## src/rtl/cpu_mc.sv

```systemverilog
// cpu_mc: multi-cycle core running the 16-bit instruction set over handshaked imem/dmem ports.
// Optional macro CPU_MC_TRAP_EN: opcodes 9-E halt with trap instead of executing as NOP.
module cpu_mc #(
    parameter int XLEN   = 16,
    parameter int ADDR_W = 16,
    parameter int PC_RST = 0
) (
    input  logic              i_clk,
    input  logic              i_rst,
    output logic              o_imem_req,
    output logic [ADDR_W-1:0] o_imem_addr,
    input  logic [15:0]       i_imem_rdata,
    input  logic              i_imem_ready,
    output logic              o_dmem_req,
    output logic              o_dmem_we,
    output logic [ADDR_W-1:0] o_dmem_addr,
    output logic [XLEN-1:0]   o_dmem_wdata,
    input  logic [XLEN-1:0]   i_dmem_rdata,
    input  logic              i_dmem_ready,
    output logic              o_retire,
    output logic              o_halted,
    output logic              o_trap
);
    typedef enum logic [2:0] {
        S_BOOT, S_FETCH, S_DECODE, S_EXEC, S_MEM, S_WB, S_HALT
    } state_t;

    localparam logic [3:0] OP_ADD  = 4'h0;
    localparam logic [3:0] OP_SUB  = 4'h1;
    localparam logic [3:0] OP_AND  = 4'h2;
    localparam logic [3:0] OP_OR   = 4'h3;
    localparam logic [3:0] OP_ADDI = 4'h4;
    localparam logic [3:0] OP_LW   = 4'h5;
    localparam logic [3:0] OP_SW   = 4'h6;
    localparam logic [3:0] OP_BEQ  = 4'h7;
    localparam logic [3:0] OP_JMP  = 4'h8;
    localparam logic [3:0] OP_HALT = 4'hF;

    state_t            r_state, w_state_nxt;
    logic [ADDR_W-1:0] r_pc;
    logic [15:0]       r_ir;
    logic [XLEN-1:0]   r_a, r_b, r_alu, r_mdr;
    logic [XLEN-1:0]   r_regs [16];

    logic [3:0]        w_op, w_rs, w_rt, w_rd;
    logic [XLEN-1:0]   w_sx, w_alu, w_rf_data;
    logic [ADDR_W-1:0] w_pc_inc, w_pc_br, w_pc_jmp, w_pc_nxt;
    logic [3:0]        w_rf_addr;
    logic              w_imem_req, w_dmem_req, w_retire, w_pc_we, w_rf_we;
`ifdef CPU_MC_TRAP_EN
    logic              w_illegal, w_trap_set, r_trap;
`endif

    assign w_op = r_ir[15:12];
    assign w_rs = r_ir[11:8];
    assign w_rt = r_ir[7:4];
    assign w_rd = r_ir[3:0];
    assign w_sx = {{(XLEN-4){r_ir[3]}}, r_ir[3:0]};

    // PC math wraps naturally at ADDR_W bits.
    assign w_pc_inc = r_pc + ADDR_W'(2);
    assign w_pc_br  = w_pc_inc + {{(ADDR_W-5){r_ir[3]}}, r_ir[3:0], 1'b0};
    assign w_pc_jmp = ADDR_W'({r_ir[11:0], 1'b0});

    assign w_rf_addr = (w_op < OP_ADDI) ? w_rd : w_rt;
    assign w_rf_data = (w_op == OP_LW) ? r_mdr : r_alu;

`ifdef CPU_MC_TRAP_EN
    assign w_illegal = (w_op >= 4'h9) && (w_op <= 4'hE);
`endif

    always_comb begin
        w_alu = r_a + w_sx;
        case (w_op)
            OP_ADD:  w_alu = r_a + r_b;
            OP_SUB:  w_alu = r_a - r_b;
            OP_AND:  w_alu = r_a & r_b;
            OP_OR:   w_alu = r_a | r_b;
            default: ;
        endcase
    end

    always_comb begin
        w_state_nxt = r_state;
        w_imem_req  = 1'b0;
        w_dmem_req  = 1'b0;
        w_retire    = 1'b0;
        w_pc_we     = 1'b0;
        w_pc_nxt    = w_pc_inc;
        w_rf_we     = 1'b0;
`ifdef CPU_MC_TRAP_EN
        w_trap_set  = 1'b0;
`endif
        case (r_state)
            S_BOOT: w_state_nxt = S_FETCH;
            S_FETCH: begin
                w_imem_req = 1'b1;
                if (i_imem_ready) w_state_nxt = S_DECODE;
            end
            S_DECODE: begin
                if (w_op == OP_HALT) w_state_nxt = S_HALT;
`ifdef CPU_MC_TRAP_EN
                else if (w_illegal) begin
                    w_state_nxt = S_HALT;
                    w_trap_set  = 1'b1;
                end
`endif
                else w_state_nxt = S_EXEC;
            end
            S_EXEC: begin
                case (w_op)
                    OP_LW, OP_SW: w_state_nxt = S_MEM;
                    OP_BEQ: begin
                        w_pc_we     = 1'b1;
                        w_pc_nxt    = (r_a == r_b) ? w_pc_br : w_pc_inc;
                        w_retire    = 1'b1;
                        w_state_nxt = S_FETCH;
                    end
                    OP_JMP: begin
                        w_pc_we     = 1'b1;
                        w_pc_nxt    = w_pc_jmp;
                        w_retire    = 1'b1;
                        w_state_nxt = S_FETCH;
                    end
                    // ALU ops, ADDI and (without trapping) opcodes 9-E all go to WB
                    default: w_state_nxt = S_WB;
                endcase
            end
            S_MEM: begin
                w_dmem_req = 1'b1;
                if (i_dmem_ready) begin
                    if (w_op == OP_LW) begin
                        w_state_nxt = S_WB;
                    end else begin
                        w_pc_we     = 1'b1;
                        w_retire    = 1'b1;
                        w_state_nxt = S_FETCH;
                    end
                end
            end
            S_WB: begin
                w_rf_we     = (w_op <= OP_LW);
                w_pc_we     = 1'b1;
                w_retire    = 1'b1;
                w_state_nxt = S_FETCH;
            end
            S_HALT: ;
            default: w_state_nxt = S_BOOT;
        endcase
    end

    always_ff @(posedge i_clk) begin
        if (i_rst) begin
            r_state <= S_BOOT;
            r_pc    <= ADDR_W'(PC_RST);
            r_ir    <= '0;
            r_a     <= '0;
            r_b     <= '0;
            r_alu   <= '0;
            r_mdr   <= '0;
            for (int k = 0; k < 16; k++) r_regs[k] <= '0;
        end else begin
            r_state <= w_state_nxt;
            if (w_pc_we) r_pc <= w_pc_nxt;
            if (r_state == S_FETCH && i_imem_ready) r_ir <= i_imem_rdata;
            if (r_state == S_DECODE) begin
                r_a <= r_regs[w_rs];
                r_b <= r_regs[w_rt];
            end
            if (r_state == S_EXEC) r_alu <= w_alu;
            if (r_state == S_MEM && i_dmem_ready) r_mdr <= i_dmem_rdata;
            // R0 is never written, so it always reads zero.
            if (w_rf_we && w_rf_addr != 4'd0) r_regs[w_rf_addr] <= w_rf_data;
        end
    end

`ifdef CPU_MC_TRAP_EN
    always_ff @(posedge i_clk) begin
        if (i_rst)           r_trap <= 1'b0;
        else if (w_trap_set) r_trap <= 1'b1;
    end
    assign o_trap = r_trap & ~i_rst;
`else
    assign o_trap = 1'b0;
`endif

    generate
        if (ADDR_W <= XLEN) begin : g_addr_trunc
            assign o_dmem_addr = r_alu[ADDR_W-1:0];
        end else begin : g_addr_zext
            assign o_dmem_addr = {{(ADDR_W-XLEN){1'b0}}, r_alu};
        end
    endgenerate

    // Everything visible is forced quiet while reset is held.
    assign o_imem_req   = w_imem_req & ~i_rst;
    assign o_imem_addr  = r_pc;
    assign o_dmem_req   = w_dmem_req & ~i_rst;
    assign o_dmem_we    = w_dmem_req & (w_op == OP_SW) & ~i_rst;
    assign o_dmem_wdata = r_b;
    assign o_retire     = w_retire & ~i_rst;
    assign o_halted     = (r_state == S_HALT) & ~i_rst;

endmodule

```

## config.mk

```make
export PLATFORM = sky130hd
export DESIGN_NAME = cpu_mc
export DESIGN_NICKNAME = d
export VERILOG_FILES = /design/src/rtl/cpu_mc.sv
export SDC_FILE = /design/constraint.sdc
export NUM_CORES = 1
export LEC_CHECK = 0
export ABC_AREA = 1
export CAP_MARGIN = 40
export CORE_MARGIN = 2
export CORE_UTILIZATION = 50
export CTS_BUF_LIST = sky130_fd_sc_hd__clkbuf_8
export CTS_CLUSTER_DIAMETER = 40
export DETAILED_ROUTE_END_ITERATION = 6
export HOLD_SLACK_MARGIN = 0.12
export PLACE_DENSITY = 0.68
export SLEW_MARGIN = 25
export SYNTH_ARGS = -nofsm -noshare
export SYNTH_HDL_FRONTEND = slang
export SYNTH_SLANG_ARGS = --single-unit
```

## constraint.sdc

```tcl
create_clock -name i_clk -period 6 [get_ports i_clk]
set_clock_uncertainty 0.05 [all_clocks]
set_input_delay 1.8 -clock i_clk [delete_from_list [all_inputs] [get_ports i_clk]]
set_output_delay 1.8 -clock i_clk [all_outputs]
set_load 0.01 [all_outputs]
```

==> metrics.txt, run 1 <==
outcome=finished clean; Synth Register Bits=354; Post-synth ARST share=0%; DRT antenna net count=0; fin util=56.89%; Hold Vio Cnt, Final=0; drt total wl=70.23 mm; Worst-path clk slew=0.05 ns; final period utilization=92.46%; Worst Path Max Fanout=13; critical path launch point=i_dmem_ready; clock sink count=354; Layout Nets=3057; total negative slack=0 ns; antenna cells=0; count of filler cells inserted in the layout=4080; Die ar.=45950 um^2; setup repair after global routing missed its margin=no; CP required=4.15 ns; First-pass DRT Iterations=6; routing usage on met2=49.05%; Setup crit end=o_retire; flip-flop and latch area=9666 um^2; R2R setup slack=2.36 ns; setup violators final=0; Placer Congestion=0.9308; Startpoint Class=input port; Synth Warn #=0; Initial Util=50.36%; Netlist cell types=50; vias in the first global route=19862; relative slew slack=28.84%; Period minus WS final=5.548 ns; Num CTS Buffers=69; EDFF count, synth=256; first-pass GRT wire length=110.2 mm; post-DR wirelength/cell=19.61 um; Syn Inst Count=2886; post-CTS sizing=0; Worst Tran Pin Value=1.067 ns; Fmax achieved=180.3 MHz; final instance area=24990 um^2; die height=214.4 um; area grow syn2layout=12.96%; fin. max-slew vios=0; Root Buffer=clkbuf_8; crit path kind=in2out; total core area=43930 um^2; 1st-iter DRT viols=2090; Avg Cell Area, Syn=7.666 um^2; met1 GRT Util=40.63%; H-tree depth=3; post-synthesis sequential area ratio=43.61%; multi-input logic area=10350 um^2; CTS max path bufs=3; GRT overflow=0; Hold Path Class=reg2reg; Hold Buf Count CTS=0; Cell Area, Placed=23580 um^2; largest net degree at the start of global routing=259; R2R Path Start=r_ir[15]; path depth of the worst reg2reg path=18; layout cell share with drive strength beyond 1=7.291%; post-CTS setup buffer count=0; GRT busiest layer=met2; DIE WIDTH=214.4 um; critical path endpoint category=output pin; crit path DAT=3.70 ns; Clock Latency Late Sink=0.64 ns; Lkg Pwr=9.956 nW; drt drc=0; row count=77; worst vdd ir=0.0002832 V; max-cap violations=0; Worst Hold Margin=0.4033 ns; antenna violations before repair=0; routed via count=20708; Post-DP HPWL=48.60 mm; port bufs=87; CTS tree=yes; GRT met3 Usage=4.284%; r2r endpoint=o_dmem_addr[11]; I/O Pins=90; Mapped Area=22120 um^2; Main synth FF type=edfxtp_1; GRT Overall Usage=30.48%; pwr/cell area=405.6 nW/um^2; Via density=5.781
## how the worst min path moves through the flow
stage	start	to	slack [ns]	cells past startpoint
final	r_mdr[11]	r_mdr[11]	0.40	2
after global routing	r_mdr[14]	r_mdr[14]	0.42	2
after CTS	r_mdr[11]	r_mdr[11]	0.41	2
after detailed placement	r_mdr[11]	r_mdr[11]	0.40	2
after global placement	r_mdr[12]	r_mdr[12]	0.39	2
after floorplan	r_mdr[2]	r_mdr[2]	0.38	2
## cell type report
cell class,count,area share (%)
flip-flops and latches,354,38.67
well taps,592,2.964
clock inverters,47,1.161
multi-input cells,1981,41.42
repair buffers,147,5.807
clock buffers,76,4.185
inverters,385,5.792
## sequential cells by signal (all words and copies together) (netlist names)
register and cells:
o_dmem_addr 16, o_dmem_wdata 16, o_imem_addr 15, r_a 16, r_ir 16, r_mdr 16
r_regs 256, r_state 3
## worst max-delay path: stages
cell and delay, ns:
clkdlybuf4s50_1 0.49, nand2_1 0.14, o21ai_1 0.12, nor2_2 0.45, inv_2 0.08, nand2_1 0.10, inv_1 0.05, clkdlybuf4s50_1 0.47
## synthesized netlist by cell type, types with 2 or more instances
cell	n	area (um^2)
a21boi_0	3	22.52
a21oi_1	235	1176
a31oi_1	3	18.77
a41oi_1	3	26.28
buf_1	22	82.58
buf_2	60	300.3
buf_4	3	22.52
buf_6	4	45.04
clkbuf_1	93	349.1
clkinv_1	3	11.26
dfxtp_1	98	1962
edfxtp_1	256	7687
fa_1	3	60.06
ha_1	80	1001
inv_1	374	1404
inv_2	7	26.28
nand2_1	468	1757
nand2_2	4	25.02
nand3_1	316	1582
nand3_2	4	40.04
nand3b_1	3	22.52
nand3b_4	7	140.1
nand4_1	14	87.58
nand4_2	2	25.02
nor2_1	343	1287
nor2_2	6	37.54
nor2_4	3	33.78
nor3_1	13	65.06
o211ai_1	161	1209
o21ai_0	232	1161
o21ai_1	22	110.1
o21ai_4	3	48.80
o21bai_1	5	37.54
o22ai_1	3	18.77
or2_2	3	18.77
xnor2_1	5	43.79
xor2_1	9	78.83
## through the flow
stage	power [mW]	setup WS, ns	cells
after floorplan	6.259	1.427	2903
after global placement	7.548	0.4895	3444
after detailed placement	7.677	0.4581	3456
after CTS	10.05	0.4612	3579
after global routing	10.80	0.2588	3582
final	10.14	0.4522	3582
## cells by family (layout without fill, tap and decap cells)
group / count (synthesis) / count (layout) / share of synthesized area [%]
XOR/XNOR: 14 / 14 / 0.5542
adder cells (fa/ha/maj): 83 / 83 / 4.796
flip-flops: 354 / 354 / 43.61
buffers and inverters: 568 / 655 / 10.18
AND/OR/NAND/NOR: 1190 / 1190 / 23.31
other: 1 / 18 / 0.01695
AO/OA/AOI/OAI: 676 / 676 / 17.53
## layout by cell type (no fill, tap or decap), types with 4 or more instances in the layout
cell,n
dfxtp_4,4
nor2_4,4
xnor2_1,5
clkinv_1,12
o21ai_1,9
o211ai_1,161
nand3b_4,7
clkbuf_8,76
nand4_1,14
buf_6,10
clkinv_2,9
xor2_1,9
dfxtp_1,93
a21oi_1,235
inv_1,393
clkdlybuf4s50_1,87
buf_4,44
nand3_2,4
conb_1,18
nand3_1,316
nor2_2,7
nor3_1,12
edfxtp_1,256
nand2_2,4
o21ai_2,14
nor2_1,341
inv_2,8
o21ai_0,232
o21bai_1,5
ha_1,80
nand2_1,468
clkinvlp_4,5
## power by group
| group | switching (mW) | leakage, nW | internal [mW] |
|---|---|---|---|
| clock | 1.08 | 0.750 | 1.29 |
| sequential | 0.393 | 3.43 | 2.83 |
| combinational | 3.04 | 5.77 | 1.50 |
| total | 4.51 | 9.96 | 5.63 |
## per-layer routing
layer  routed length [um]  vias up  part of all wire, %
met4                 3073        0                  4.4
li1                     -     9819                    -
met5                    0        -                    0
met2                32300      945                   46
met3                 5422      175                  7.7
met1                29430     9769                   42
(Power assumes the default switching activity.)
==> inputs of run 2 (changes only) <==
--- a/config.mk
+++ b/config.mk
@@ -7,14 +7,14 @@
 export LEC_CHECK = 0
 export ABC_AREA = 1
 export CAP_MARGIN = 40
-export CORE_MARGIN = 2
+export CORE_MARGIN = 8
 export CORE_UTILIZATION = 50
 export CTS_BUF_LIST = sky130_fd_sc_hd__clkbuf_8
 export CTS_CLUSTER_DIAMETER = 40
 export DETAILED_ROUTE_END_ITERATION = 6
 export HOLD_SLACK_MARGIN = 0.12
 export PLACE_DENSITY = 0.68
-export SLEW_MARGIN = 25
+export SLEW_MARGIN = 15
 export SYNTH_ARGS = -nofsm -noshare
 export SYNTH_HDL_FRONTEND = slang
 export SYNTH_SLANG_ARGS = --single-unit
==> constraint.sdc (replaced) <==
create_clock -name i_clk -period 6 [get_ports i_clk]
set_clock_uncertainty 0.05 [all_clocks]
set_input_delay 1.8 -clock i_clk [delete_from_list [all_inputs] [get_ports i_clk]]
set_output_delay 1.8 -clock i_clk [all_outputs]
set_load 0.1 [all_outputs]
==> metrics.txt, run 2 (synthesis gave the netlist of run 1 again) <==
critical path endpoint category=output pin; Worst Tran Pin Value=0.9243 ns; die height=226.4 um; Root Buffer=clkbuf_8; Die ar.=51240 um^2; crit path DAT=3.61 ns; routed via count=21273; setup repair after global routing missed its margin=no; Worst Hold Margin=0.4065 ns; Clock Latency Late Sink=0.64 ns; Worst-path clk slew=0.05 ns; CTS max path bufs=3; Placer Congestion=0.9063; I/O Pins=90; Cell Area, Placed=24470 um^2; total negative slack=0 ns; GRT overflow=0; Period minus WS final=5.461 ns; CP required=4.15 ns; clock sink count=354; Via density=5.886; First-pass DRT Iterations=6; pre-CTS setup slack=0.5727 ns; final instance area=25910 um^2; Hold Vio Cnt, Final=0; outcome=finished clean; Post-DP HPWL=50.79 mm; worst setup margin=0.5391 ns; Startpoint Class=input port; drt drc=0; H-tree depth=3; setup violators final=0; vias in the first global route=20214; DIE WIDTH=226.4 um; Initial Util=50.36%; slowest stage cell, crit path=clkdlybuf4s50_1; relative slew slack=38.38%; total core area=43930 um^2; crit path kind=in2out; first-pass GRT wire length=112.2 mm; layout cell share with drive strength beyond 1=8.375%; Final Total Pwr=11.00 mW; largest register by flop count=r_regs; most common cell after layout, fill and taps aside=nand2_1; fin util=58.97%; largest net degree at the start of global routing=159; fin. max-slew vios=0; final period utilization=91.02%; row count=77; max-cap violations=0; post-CTS setup buffer count=0; Worst Path Max Fanout=17; drt total wl=73.22 mm; Final Non-Filler Cells=3614; crit-path cells=clkdlybuf4s50_1, nand2_1, o21ai_1, nor2_2, inv_2, nand2_1, inv_1, buf_12; DP Cell Count=3488; hold path cells=2; 1st-iter DRT viols=2368; port bufs=87; CTS tree=yes; antenna violations before repair=1; most frequent cells in the layout=nand2_1 (468), inv_1 (389), nor2_1 (341); Layout Nets=3090; Crit path largest cell delay=0.56 ns; worst vdd ir=0.0002287 V; GRT Overall Usage=28.02%; Hold Path Class=reg2reg; max reg flops=256; post-DR wirelength/cell=20.26 um; Lkg Pwr=10.33 nW; pwr/cell area=424.4 nW/um^2; area grow syn2layout=17.09%; post-CTS sizing=0; path depth of the worst reg2reg path=18; DRT antenna net count=0; Hold Buf Count CTS=0; CP most frequent cell=nand2_1; Num CTS Buffers=67; Fmax achieved=183.1 MHz
## run 2: cell types whose count changed in the layout (fill, tap and decap cells not counted), sizes merged
cell	delta
inv	-2
diode	+1
clkinvlp	+1
clkinv	-3
clkdlybuf4s50	-5
buf	+40
## run 2: worst max-delay path: cells and delay by family
| family | cells | cell delay [ns] |
|---|---|---|
| compound gates | 1 | 0.29 |
| simple gates | 3 | 0.40 |
| buf+inv | 4 | 1.11 |
## run 2: layout make-up
cell class                      count  area, um^2
Antenna cell                        1       2.502
Clock buffer                       76        1046
Clock inverter                     43       284.0
Fill cell                        3981       18030
Inverter                          385        1448
Multi-Input combinational cell   1981       10340
Sequential cell                   354        9664
Tap cell                          592       740.7
Timing Repair Buffer              182        2385
## run 2: path summary, 6_finish.rpt
kind / end / from / slack, ns
worst max-delay path: o_retire / i_dmem_ready / 0.54
worst max register to register: o_dmem_addr[11] / r_ir[15] / 2.28
worst min-delay path: r_mdr[5] / r_mdr[5] / 0.41
worst min register to register: r_mdr[5] / r_mdr[5] / 0.41
## run 2: metal layers
layer,vias to the layer above,part of all wire (%),GRT usage (%)
met2,1088,47,44.77
met4,0,4.7,15.16
met5,-,0,0
met3,226,8.0,4.009
li1,9882,-,-
met1,10077,41,36.52
## run 2: where the power goes
part           switching (mW)  internal [mW]  total [mW]
clock                    1.08           1.30        2.38
combinational            3.62           1.76        5.38
sequential              0.408           2.83        3.24
total                    5.11           5.88        11.0
==> inputs of run 3 (changes only) <==
--- a/config.mk
+++ b/config.mk
@@ -6,6 +6,7 @@
 export NUM_CORES = 1
 export LEC_CHECK = 0
 export ABC_AREA = 1
+export ABC_CLOCK_PERIOD_IN_PS = 6900
 export CAP_MARGIN = 40
 export CORE_MARGIN = 8
 export CORE_UTILIZATION = 50
@@ -13,6 +14,7 @@
 export CTS_CLUSTER_DIAMETER = 40
 export DETAILED_ROUTE_END_ITERATION = 6
 export HOLD_SLACK_MARGIN = 0.12
+export MAX_ROUTING_LAYER = met4
 export PLACE_DENSITY = 0.68
 export SLEW_MARGIN = 15
 export SYNTH_ARGS = -nofsm -noshare
==> constraint.sdc (replaced) <==
create_clock -name i_clk -period 6.9 [get_ports i_clk]
set_clock_uncertainty 0.05 [all_clocks]
set_input_delay 2.07 -clock i_clk [delete_from_list [all_inputs] [get_ports i_clk]]
set_output_delay 2.07 -clock i_clk [all_outputs]
set_load 0.1 [all_outputs]
==> metrics.txt, run 3 (synthesis gave the netlist of run 1 again) <==
Num CTS Buffers=70; CP Buf/Inv Count=4; NetSw=4.479 mW; Startpoint Class=input port; Root Buffer=clkbuf_8; post-CTS setup buffer count=0; first-pass GRT wire length=114.2 mm; routed via count=21238; DIE WIDTH=226.4 um; outcome=finished clean; relative slew slack=28.19%; fin. max-slew vios=0; slowest stage cell, crit path=clkdlybuf4s50_1; Crit path largest cell delay=0.49 ns; die height=226.4 um; Fmax achieved=165.5 MHz; final period utilization=87.55%; Worst Tran Pin Value=1.077 ns; worst setup margin=0.8589 ns; largest register by flop count=r_regs; drt total wl=73.94 mm; count of filler cells inserted in the layout=3976; row count=77; Layout Nets=3087; Lkg Pwr=10.33 nW; total core area=43930 um^2; most common cell after layout, fill and taps aside=nand2_1; Via density=5.881; CP Depth=8; GRT overflow=0; most frequent cells in the layout=nand2_1 (468), inv_1 (393), nor2_1 (341); H-tree depth=3; worst vdd ir=0.0003865 V; Clock power frac=22.1%; CTS max path bufs=3; Final Non-Filler Cells=3611; setup violators final=0; switching fraction of total power=46.64%; First-pass DRT Iterations=7; GRT Overall Usage=29.23%; clock sink count=354; Logic pwr share=48.7%; layout cell share with drive strength beyond 1=8.480%; crit path DAT=3.92 ns; CTS tree=yes; r2r endpoint=o_dmem_addr[13]; DP Cell Count=3485; crit path kind=in2out; R2R setup slack=3.07 ns; port bufs=87; max reg flops=256; pwr/cell area=370.9 nW/um^2; Flop pwr share=29.2%; critical path endpoint category=output pin; path depth of the worst reg2reg path=16; antenna cells=0; antenna violations before repair=0; CP most frequent cell=nand2_1; drt drc=0; Hold Path Class=reg2reg; CP required=4.78 ns; crit-path cells=clkdlybuf4s50_1, nand2_1, o21ai_1, nor2_2, inv_2, nand2_1, inv_1, buf_12; max-cap violations=0; Power Internal=5.123 mW; post-DR wirelength/cell=20.48 um; Hold Buf Count CTS=0; fin util=58.92%; Initial Util=50.36%; R2R Path Start=r_ir[15]; Post-DP HPWL=51.68 mm; I/O Pins=90; Hold Vio Cnt, Final=0; hold endpoint=r_mdr[2]; Worst-path clk slew=0.05 ns; pre-CTS setup slack=0.8477 ns; 1st-iter DRT viols=2569; worst hold start=r_mdr[2]; largest net degree at the start of global routing=259; Final Total Pwr=9.602 mW; vias in the first global route=20269; setup repair after global routing missed its margin=no; Die ar.=51240 um^2; Worst Path Max Fanout=17; area grow syn2layout=17.00%; Clock Latency Late Sink=0.64 ns; total negative slack=0 ns; post-CTS sizing=0; Placer Congestion=0.9499; Top delay family on crit path=buffers and inverters; Period minus WS final=6.041 ns; hold path cells=2; DRT antenna net count=0
==> run 3: per-stage QoR <==
step,area (um^2),hold slack (ns)
floorplan,22190,0.3797
global placement,23260,0.3908
detailed placement,24460,0.3949
CTS,25830,0.4030
global route,25890,0.4258
finish,25890,0.3964
==> run 3: power groups by stage <==
stage / clock [mW] / sequential (mW) / combinational [mW]
floorplan: 0 / 3.06 / 2.81
global placement: 0 / 2.84 / 4.17
detailed placement: 0 / 2.83 / 4.58
CTS: 2.14 / 2.79 / 4.60
global route: 2.24 / 2.82 / 5.12
finish: 2.12 / 2.80 / 4.68
==> run 3: worst min-delay path, stage by stage, from the launching register on <==
cell and delay [ns]:
dfxtp_1 0.29, inv_1 0.05, a21oi_1 0.05
==> run 3: how the worst max path moves through the flow <==
stage | from | to | slack, ns
floorplan | i_rst | o_dmem_we | 0.48
global placement | i_dmem_ready | o_retire | 0.93
detailed placement | i_dmem_ready | o_retire | 0.85
CTS | i_dmem_ready | o_retire | 0.85
global route | i_dmem_ready | o_retire | 0.74
finish | i_dmem_ready | o_retire | 0.86
==> run 3: layout make-up <==
cell class | count | area (um^2) | share of cell area [%]
repair buffers | 176 | 2313 | 8.937
clock buffers | 73 | 1005 | 3.881
inverters | 385 | 1448 | 5.592
clock inverters | 50 | 360.3 | 1.392
flip-flops and latches | 354 | 9664 | 37.33
multi-input cells | 1981 | 10350 | 40.00
well taps | 592 | 740.7 | 2.861
==> run 3: per-layer routing <==
layer  GRT usage (%)  routed length (um)  vias up
li1                -                   -     9877
met1           37.46               30370    10125
met2           45.27               34250     1016
met3           4.630                5798      220
met4           13.48                3518        0
met5               -                   0        -
